File: config.mk
export PLATFORM = sky130hd
export DESIGN_NAME = mem_scheduler
export DESIGN_NICKNAME = d
export VERILOG_FILES = /design/src/rtl/mem_sched_pkg.sv /design/src/rtl/mem_sched_pick.sv /design/src/rtl/mem_scheduler.sv
export SDC_FILE = /design/constraint.sdc
export NUM_CORES = 1
export LEC_CHECK = 0
export CORE_AREA = 2 2 662 664
export DETAILED_ROUTE_END_ITERATION = 6
export DIE_AREA = 0 0 664 666
export SLEW_MARGIN = 15
export SYNTH_ARGS = -nofsm -noshare
export SYNTH_HDL_FRONTEND = slang
export SYNTH_HIERARCHICAL = 1
export SYNTH_SLANG_ARGS = --single-unit
File: constraint.sdc
create_clock -name clk -period 3.5 [get_ports clk]
set_input_delay 0.35 -clock clk [delete_from_list [all_inputs] [get_ports clk]]
set_output_delay 0.35 -clock clk [all_outputs]
set_load 0.05 [all_outputs]
File: src/rtl/mem_sched_pkg.sv
// Shared types and sizes for the memory scheduler.
// The PREFETCH_EN macro is consumed by mem_scheduler.
package mem_sched_pkg;

  localparam int LINE_W = 256;
  localparam int ADDR_W = 32;

  typedef enum logic [1:0] {
    IDLE    = 2'd0,
    GRANT_I = 2'd1,
    GRANT_D = 2'd2,
    GRANT_P = 2'd3
  } state_t;

  typedef enum logic [1:0] {
    OWN_NONE = 2'd0,
    OWN_I    = 2'd1,
    OWN_D    = 2'd2,
    OWN_P    = 2'd3
  } owner_t;

endpackage

File: src/rtl/mem_sched_pick.sv
// Combinational owner selection: starvation override for icache, else D > I > P.
module mem_sched_pick
  import mem_sched_pkg::*;
#(
  parameter int STARVE_LIMIT = 4,
  parameter int CNT_W        = 3
) (
  input  logic             i_req,
  input  logic             d_req,
  input  logic             p_req,
  input  logic [CNT_W-1:0] starve_cnt,
  output logic [1:0]       next_owner
);

  // priority pick with icache forced once it has waited STARVE_LIMIT dcache grants
  always_comb begin
    next_owner = OWN_NONE;
    if (i_req && (starve_cnt == CNT_W'(STARVE_LIMIT))) begin
      next_owner = OWN_I;
    end else if (d_req) begin
      next_owner = OWN_D;
    end else if (i_req) begin
      next_owner = OWN_I;
    end else if (p_req) begin
      next_owner = OWN_P;
    end else begin
      next_owner = OWN_NONE;
    end
  end

endmodule

File: src/rtl/mem_scheduler.sv
// Arbitrates icache, dcache and (with PREFETCH_EN defined) prefetcher line
// requests onto a single cacheline adaptor, one transaction at a time.
module mem_scheduler
  import mem_sched_pkg::*;
#(
  parameter int STARVE_LIMIT = 4,
  parameter int CNT_W        = 3
) (
  input  logic                clk,
  input  logic                rst,
  input  logic                i_read,
  input  logic [ADDR_W-1:0]   i_address,
  output logic [LINE_W-1:0]   i_rdata,
  output logic                i_resp,
  input  logic                d_read,
  input  logic                d_write,
  input  logic [ADDR_W-1:0]   d_address,
  input  logic [LINE_W-1:0]   d_wdata,
  output logic [LINE_W-1:0]   d_rdata,
  output logic                d_resp,
  input  logic                p_read,
  input  logic [ADDR_W-1:0]   p_address,
  output logic [LINE_W-1:0]   p_rdata,
  output logic                p_resp,
  output logic                a_read,
  output logic                a_write,
  output logic [ADDR_W-1:0]   a_address,
  output logic [LINE_W-1:0]   a_wdata,
  input  logic [LINE_W-1:0]   a_rdata,
  input  logic                a_resp,
  output logic [1:0]          grant_id
);

  state_t           state_r;
  state_t           state_nxt_s;
  logic [CNT_W-1:0] starve_cnt_r;
  logic [1:0]       pick_s;
  logic             d_req_s;
  logic             p_req_s;

  assign d_req_s = d_read | d_write;

`ifdef PREFETCH_EN
  assign p_req_s = p_read;
`else
  logic unused_s;
  assign p_req_s  = 1'b0;
  assign unused_s = ^{p_read, p_address};
`endif

  mem_sched_pick #(
    .STARVE_LIMIT (STARVE_LIMIT),
    .CNT_W        (CNT_W)
  ) u_pick (
    .i_req      (i_read),
    .d_req      (d_req_s),
    .p_req      (p_req_s),
    .starve_cnt (starve_cnt_r),
    .next_owner (pick_s)
  );

  // next-state: grants only start from IDLE, and only a_resp ends them
  always_comb begin
    state_nxt_s = state_r;
    case (state_r)
      IDLE: begin
        case (pick_s)
          OWN_D:   state_nxt_s = GRANT_D;
          OWN_I:   state_nxt_s = GRANT_I;
`ifdef PREFETCH_EN
          OWN_P:   state_nxt_s = GRANT_P;
`endif
          default: state_nxt_s = IDLE;
        endcase
      end
`ifdef PREFETCH_EN
      GRANT_I, GRANT_D, GRANT_P: begin
`else
      GRANT_I, GRANT_D: begin
`endif
        if (a_resp) begin
          state_nxt_s = IDLE;
        end else begin
          state_nxt_s = state_r;
        end
      end
      default: state_nxt_s = IDLE;
    endcase
  end

  // state register and icache starvation counter
  always_ff @(posedge clk) begin
    if (rst) begin
      state_r      <= IDLE;
      starve_cnt_r <= {CNT_W{1'b0}};
    end else begin
      state_r <= state_nxt_s;
      if ((state_r == IDLE) && (state_nxt_s == GRANT_I)) begin
        starve_cnt_r <= {CNT_W{1'b0}};
      end else if ((state_r == IDLE) && (state_nxt_s == GRANT_D) && i_read &&
                   (starve_cnt_r != CNT_W'(STARVE_LIMIT))) begin
        starve_cnt_r <= starve_cnt_r + CNT_W'(1);
      end else begin
        starve_cnt_r <= starve_cnt_r;
      end
    end
  end

  // adaptor request mux and response steering; a read+write from dcache is a write
  always_comb begin
    a_read    = 1'b0;
    a_write   = 1'b0;
    a_address = {ADDR_W{1'b0}};
    a_wdata   = {LINE_W{1'b0}};
    i_resp    = 1'b0;
    i_rdata   = {LINE_W{1'b0}};
    d_resp    = 1'b0;
    d_rdata   = {LINE_W{1'b0}};
    p_resp    = 1'b0;
    p_rdata   = {LINE_W{1'b0}};
    case (state_r)
      GRANT_I: begin
        a_read    = i_read;
        a_address = i_address;
        if (a_resp && !rst) begin
          i_resp  = 1'b1;
          i_rdata = a_rdata;
        end else begin
          i_resp  = 1'b0;
        end
      end
      GRANT_D: begin
        a_read    = d_read & ~d_write;
        a_write   = d_write;
        a_address = d_address;
        a_wdata   = d_wdata;
        if (a_resp && !rst) begin
          d_resp  = 1'b1;
          d_rdata = a_rdata;
        end else begin
          d_resp  = 1'b0;
        end
      end
`ifdef PREFETCH_EN
      GRANT_P: begin
        a_read    = p_read;
        a_address = p_address;
        if (a_resp && !rst) begin
          p_resp  = 1'b1;
          p_rdata = a_rdata;
        end else begin
          p_resp  = 1'b0;
        end
      end
`endif
      default: begin
        a_read  = 1'b0;
        a_write = 1'b0;
      end
    endcase
  end

  assign grant_id = state_r;

endmodule
* After elaboration in Yosys (flattened, before gate mapping)
Index checks and enable logic that the tools add are counted.
Storage, ports and cells: register bits 5, input port bits 615, output and inout bits 1063
Operators by class: add/subtract/negate cells 1, equality and inequality tests 8, muxes and demuxes 16, bitwise operators 3, reductions and logical operators 10
Operator list (number):
- 256-bit 2-to-1 mux | 4
- 32-bit one-hot mux with 2 select lines | 1
- 2-bit one-hot mux with 2 select lines | 2
- 2-bit by 1-bit equality test with 1-bit output (second input constant) | 3
- 2-bit equality test (second input constant) | 3
- 1-bit logical AND | 6
- 2-bit 2-to-1 mux | 3
- 1-bit 2-to-1 mux | 5
- 2-bit OR reduction | 2
- 3-bit by 1-bit adder with 3-bit output (second input constant) | 1
- 3-bit equality test (second input constant) | 1
- 3-bit inequality test (second input constant) | 1
- 2-bit zero test | 1
- 1-bit one-hot mux with 2 select lines | 1
- 1-bit AND | 1
- 1-bit zero test | 1
- 1-bit inverter | 1
- 1-bit OR | 1

* Logic depth before layout (Yosys ltp)
Gate-level depths: netlist (run 1).
depth in word-level cells 10, gate-level depth with buffers 8, mapped depth without buffers 6

* By module
The synthesis (run 1) kept the hierarchy.
Modules (own cells, without submodules):
- mem_scheduler | instances 1, cells each 1236, area each 8034.0 um^2, sequential area each 100.1 um^2
- mem_sched_pick | instances 1, cells each 5, area each 32.5 um^2, sequential area each 0.0 um^2

* Worst setup path after synthesis (run 1)
Ideal clock, no wire load.
kind reg-to-output, start point register state_r[0], in the netlist grant_id[0], end point output port i_rdata[246], arrival time 2508 ps, required time 3150 ps, path slack 642 ps, cell stages (with the launch flop) 7, cells stage by stage dfxtp_1 > ha_1 > clkbuf_1 > and3b_1 > clkbuf_1 > clkbuf_1 > and2_1
Between the ends: longest elaborated chain between the ends 2
Ends and longest elaborated chain:
- start: declaration | line mem_scheduler.sv:34 | state_t state_r;
- start signal: assignment | line mem_scheduler.sv:97 | state_r <= state_nxt_s;
- 2-bit by 1-bit equality test with 1-bit output | line mem_scheduler.sv:121 | case (state_r)
- 256-bit 2-to-1 mux | line mem_scheduler.sv:121
- end: declaration | line mem_scheduler.sv:13 | output logic [LINE_W-1:0] i_rdata,
No other way between the ends.

* Final worst setup path (run 1)
start point register state_r[0], in the netlist grant_id[0], end point output port a_address[2]
Between the ends: longest elaborated chain between the ends 2, elaborated cells between the ends (all ways) 3
Ends and longest elaborated chain:
- 2-bit equality test or 2-bit by 1-bit equality test with 1-bit output (tied branches) | line mem_scheduler.sv:121
- 32-bit one-hot mux with 2 select lines * | line mem_scheduler.sv:121
- end: declaration | line mem_scheduler.sv:27 | output logic [ADDR_W-1:0] a_address,
Mark *: on every way between the ends. The rest lies on a longest branch, timed or not.

==> metrics.md, run 1 <==
| Metric | Value |
|---|---|
| Run status | `complete, no violations` |
| Async set or reset register ratio after synthesis | `0%` |
| Synth Register Bits | `5` |
| # DRC | `0` |
| Post-Synthesis Cells | `1241` |
| HP Start | `starve_cnt_r[2]` |
| Pleak | `0.01179 µW` |
| Gr usage total | `17.22%` |
| Clk slew on worst S/H paths | `0.03 ns` |
| Worst-path cell chain | `inv_1 > ha_4 > buf_12 > buf_4 > a22oi_1 > buf_6 > nor2b_1 > buf_12` |
| Crit path launch | `grant_id[0]` |
| Ys Warns | `6` |
| Util after Layout | `7.716%` |
| Seq. cell area | `100.1 µm²` |
| Routed WL | `394.8 mm` |
| Slew HR | `41.14%` |
| Rows | `243` |
| Required @ worst endpoint | `3.15 ns` |
| Unique cell type count in the Yosys netlist | `34` |
| Routability cong. | `1.241` |
| Post-Synthesis Cell Area | `0.008066 mm²` |
| Pwr Density | `138.2 mW/mm²` |
| Remaining antenna violation count | `0` |
| CP peak stage delay | `0.46 ns` |
| Design area | `0.03364 mm²` |
| Final setup fails | `0` |
| # resized after CTS | `0` |
| Vias per Instance | `1.843` |
| Hold Crit Class | `flop to flop` |
| Die Ht | `666 µm` |
| TritonCTS Sinks | `5` |
| Initial Util | `1.850%` |
| Fin nets | `3194` |
| Syn Area/Cell | `6.500 µm²` |
| Via Count | `15470` |
| Most frequent cells after synthesis | `769 x and2_1, 257 x buf_4, 65 x clkbuf_1` |
| FILL cells | `50880` |
| Area contributors post-synth | `and2_1 60%, buf_4 24%, clkbuf_1 3.0%` |
| Hold buffer count at CTS | `0` |
| Die Area | `0.4422 mm²` |
| RSZ-0062 raised after global routing | `false` |
| Area delta synth->final | `317.0%` |
| CTS buffer count | `3` |
| Worst Hold Path Cells | `2` |
| CP Capture Type | `output port` |
| Buf/Inv on CP | `5` |
| Critical path fanouts, max | `67` |
| Post-CTS Setup Repair Bufs | `0` |
| Most common cell in the netlist | `and2_1` |
| WP depth | `8` |
| Area of the multi-input gates | `0.006623 mm²` |
| Largest net degree at the start of global routing | `138` |
| Ratio of cells with drive above 1 in the final layout | `32.87%` |
| Sequential cell area fraction in the yosys report | `1.241%` |
| DR WL/cell | `47.04 µm` |
| Gr ovfl total | `0` |
| Peak VDD IR | `0.1216 mV` |
| Core area | `0.4360 mm²` |
| Top FF cell, synth | `dfxtp_1` |
| Fmax | `0.3239 GHz` |
| First-pass GRT wire length | `425.7 mm` |
| Clock Path Buffers | `2` |
| Initial antenna violation count | `470` |
| Vias in the first global route | `13360` |
| Crit path max-delay family | `buffers and inverters` |
| Fin. max-slew vios | `0` |
| # IOs | `1678` |
| Setup crit start kind | `flop` |
| DR pass1 iterations | `5` |
| Clock Skew | `0.0003663 ns` |
| Max_cap viols | `0` |
| Crit-path slowest cell | `buf_4` |
| Most common cell on crit path | `buf_12` |
| Minimum clock period | `3.087 ns` |
| Initial DRC Count | `629` |
| Post-DP HPWL | `385.6 mm` |
| Setup CP Type | `flop to output port` |
| Synth area leader | `and2_1` |
| Measured slew at the worst slew-check pin | `0.8801 ns` |
| Crit path DAT | `2.74 ns` |
| Worst r2r src | `grant_id[1]` |
| Count of input and output buffers | `1387` |
| Reg2Reg Depth | `6` |
| CTS Root Cell | `clkbuf_16` |
| CTS H-tree depth | `1` |
| CTS tree | `built` |
| Crit share post-route | `88.20%` |
| Clock Latency Late Sink | `0.23 ns` |
| Final hold vios | `0` |
| Post-synth EDFFs | `0` |
| Placed cell areas | `0.03340 mm²` |
| Top cell type's share of synthesized area | `59.64%` |
| Die W | `664 µm` |
path summary, 6_finish.rpt:
check	to	slack, ns
max reg2reg	starve_cnt_r[2]	1.44
max	a_address[2]	0.41
min reg2reg	starve_cnt_r[2]	0.54
min	starve_cnt_r[2]	0.54
cell usage in the layout (no fill, tap or decap), types with 2 or more instances in the layout:
| cell | Yosys | routed |
|---|---|---|
| a22oi_2 | 0 | 5 |
| and2_1 | 769 | 769 |
| buf_8 | 0 | 5 |
| and3b_4 | 1 | 3 |
| nor3_1 | 2 | 2 |
| nand3_1 | 2 | 2 |
| a21oi_1 | 3 | 3 |
| ha_1 | 7 | 5 |
| o21ai_0 | 3 | 3 |
| conb_1 | 1 | 259 |
| buf_4 | 257 | 241 |
| nand2_1 | 4 | 4 |
| a22oi_1 | 32 | 27 |
| inv_1 | 4 | 4 |
| clkbuf_16 | 0 | 3 |
| nor2b_1 | 32 | 32 |
| nor2_1 | 2 | 2 |
| nand3b_1 | 2 | 2 |
| buf_6 | 0 | 2 |
| buf_12 | 0 | 579 |
| clkdlybuf4s50_1 | 0 | 595 |
| nor2b_2 | 2 | 2 |
| dfxtp_1 | 5 | 5 |
| diode_2 | 0 | 65 |
worst reg2reg max path, cell delays in order, from the launching register on:
cell      delay [ns]
dfxtp_1         0.45
inv_1           0.13
ha_1            0.36
nand3b_1        0.14
o21ai_0         0.22
or4_1           0.52
a21oi_1         0.17
flip-flops by register name (all words and copies together), names as in the netlist:
signal / count
starve_cnt_r: 3
grant_id: 2
final cells by class:
| class | count | share of cell area (%) |
|---|---|---|
| Timing Repair Buffer | 1422 | 57.83 |
| Sequential cell | 5 | 0.2976 |
| Multi-Input combinational cell | 1135 | 19.69 |
| Tap cell | 5757 | 21.41 |
| Clock buffer | 4 | 0.2343 |
| Antenna cell | 65 | 0.4835 |
| Inverter | 5 | 0.05579 |
power by group:
group | switching (µW) | leakage [µW] | total [µW] | internal, µW
logic | 3010 | 0.0117 | 4400 | 1390
clock network | 36.2 | 0.0000386 | 187 | 151
registers | 4.61 | 0.0000407 | 64.9 | 60.3
total | 3050 | 0.0118 | 4650 | 1600
per-stage QoR:
step	hold WS, ns	power, µW	setup TNS (ns)	setup WS, ns	instances
detailed placement	0.5129	4623	0	0.5950	8324
CTS	0.5226	4821	0	0.3585	8328
global placement	0.4878	4588	-0.3183	-0.2323	8317
finish	0.5382	4649	0	0.4130	8393
global route	0.5290	4813	0	0.2085	8370
floorplan	0.4268	2201	0	0.6420	1499
cells by family after synthesis:
kind of cell,count (synthesis),synth area share (%)
compound gates,46,4.467
flops,5,1.241
other cells,1,0.04649
fa+ha+maj,7,1.086
buf+inv,359,29.25
simple gates,823,63.91
metal layers:
layer	routed length [µm]	up-vias	part of all wire (%)	GRT usage (%)
met5	668	-	0.17	0.09767
met4	11840	106	3.0	3.079
met3	39490	886	10	7.946
met2	240600	1748	61	38.27
met1	102200	6754	26	12.72
li1	-	5977	-	-
Note: power is estimated with default switching activity, not from simulation.
==> run 2: changes to the inputs <==
- CTS_CLUSTER_SIZE: default -> 30
- SLEW_MARGIN: 15 -> 20
==> run 2 against run 1 <==
Power barely moved. Core utilization barely moved. Sequential cell count did not move. Critical endpoint unchanged. Combinational power barely moved. Cell count rose by 0.23%. Die area did not move.
==> metrics.md, run 2 (synthesized netlist as in run 1, its figures left out) <==
| Metric | Value |
|---|---|
| Reg2Reg Depth | `6` |
| Crit path launch | `grant_id[0]` |
| RSZ-0062 raised after global routing | `false` |
| Max_cap viols | `0` |
| Critical path fanouts, max | `67` |
| CTS buffer count | `3` |
| Design area | `0.03369 mm²` |
| Final setup fails | `0` |
| CP Capture Type | `output port` |
| Run status | `complete, no violations` |
| CTS tree | `built` |
| Minimum clock period | `3.102 ns` |
| Peak VDD IR | `0.1480 mV` |
| Placed cell areas | `0.03340 mm²` |
| Total Power | `4651 µW` |
| Die Area | `0.4422 mm²` |
| Remaining antenna violation count | `0` |
| Routability cong. | `1.241` |
| Final std cells w/o fill | `8412` |
| DR pass1 iterations | `5` |
| Dpl ws | `0.5746 ns` |
| Vias in the first global route | `13310` |
| Crit share post-route | `88.64%` |
| Largest net degree at the start of global routing | `138` |
| Initial antenna violation count | `469` |
| Area delta synth->final | `317.6%` |
| TritonCTS Sinks | `5` |
| R2r setup slk | `1.39 ns` |
| Initial DRC Count | `588` |
| Setup ws final | `0.3975 ns` |
| Fin. max-slew vios | `0` |
| Required @ worst endpoint | `3.15 ns` |
| Commonest non-fill, non-tap cells in the layout | `769 x and2_1, 595 x clkdlybuf4s50_1, 579 x buf_12, 259 x conb_1, 241 x buf_4` |
| Crit path DAT | `2.75 ns` |
| Largest Register | `starve_cnt_r` |
| First-pass GRT wire length | `425.4 mm` |
| Most common cell after layout, fill and taps aside | `and2_1` |
| Clk slew on worst S/H paths | `0.03 ns` |
| Fin nets | `3194` |
| CTS H-tree depth | `1` |
| CTS Root Cell | `clkbuf_16` |
| Ratio of cells with drive above 1 in the final layout | `32.87%` |
| RR Endpoint | `starve_cnt_r[2]` |
| Routed WL | `394.7 mm` |
| Hold Crit Class | `flop to flop` |
| Hold buffer count at CTS | `0` |
| Measured slew at the worst slew-check pin | `0.8932 ns` |
| Gr ovfl total | `0` |
| # resized after CTS | `0` |
| Setup CP Type | `flop to output port` |
| # IOs | `1678` |
| Post-DP HPWL | `385.5 mm` |
| Pleak | `0.01179 µW` |
| Core area | `0.4360 mm²` |
| Final hold vios | `0` |
| Placed cells | `8324` |
| Count of input and output buffers | `1387` |
| Rows | `243` |
| Clock Path Buffers | `2` |
| DR WL/cell | `46.92 µm` |
| Vias per Instance | `1.847` |
| Clock Latency Late Sink | `0.23 ns` |
| Gr usage total | `17.21%` |
| Pwr Density | `138.1 mW/mm²` |
| Max FFs per register | `3` |
| Via Count | `15540` |
| Slew HR | `40.27%` |
| Die W | `664 µm` |
| Die Ht | `666 µm` |
| Setup crit start kind | `flop` |
| Critical path endpoint | `a_address[2]` |
| Clock Skew | `0.0004480 ns` |
| Worst r2r src | `grant_id[1]` |
| Fmax | `0.3223 GHz` |
| # DRC | `0` |
| Post-CTS Setup Repair Bufs | `0` |
| Util after Layout | `7.727%` |
| Initial Util | `1.850%` |
==> run 2: changes by cell type in the layout (fill, tap and decap cells not counted) <==
cell,previous run,this run
diode_2,65,84
==> run 2: power by group <==
group,leakage [µW],switching [µW],internal [µW]
logic,0.0117,3010,1390
registers,0.0000407,5.11,60.3
clock network,0.0000387,35.4,151
==> run 2: worst min-delay path by stage <==
| stage | from | endpoint | cells after the start |
|---|---|---|---|
| detailed placement | starve_cnt_r[2] | starve_cnt_r[2] | 2 |
| finish | starve_cnt_r[2] | starve_cnt_r[2] | 2 |
| CTS | starve_cnt_r[2] | starve_cnt_r[2] | 2 |
| global route | starve_cnt_r[2] | starve_cnt_r[2] | 2 |
| global placement | starve_cnt_r[2] | starve_cnt_r[2] | 2 |
| floorplan | rst | grant_id[0] | 1 |
==> run 2: metal layers <==
metal	vias to the layer above	global-route usage [%]	share of wire, %
li1	6013	-	-
met1	6739	12.58	26
met2	1797	38.09	61
met3	882	8.054	10
met4	108	3.554	3.1
met5	-	0.2930	0.18
==> run 2: worst max-delay path, stage by stage, from the launching register on <==
cell and delay (ns):
dfxtp_1 0.34, inv_1 0.17, ha_4 0.34, buf_12 0.26, buf_4 0.45, a22oi_1 0.25
buf_6 0.23, nor2b_1 0.20, buf_12 0.17
==> run 2: per-stage QoR <==
stage          setup TNS, ns  hold slack (ns)
2_1_floorplan              0           0.4268
3_3_place_gp         -0.3183           0.4878
3_5_place_dp               0           0.5102
4_1_cts                    0           0.5167
5_1_grt                    0           0.5565
6_report                   0           0.5409
==> run 2: area by class of cell <==
class,instances,area (µm²)
flip-flops and latches,5,100.1
inverters,5,18.77
diodes,84,210.2
repair buffers,1422,19450
multi-input cells,1135,6623
clock buffers,4,78.83
well taps,5757,7203
fillers,50850,402300
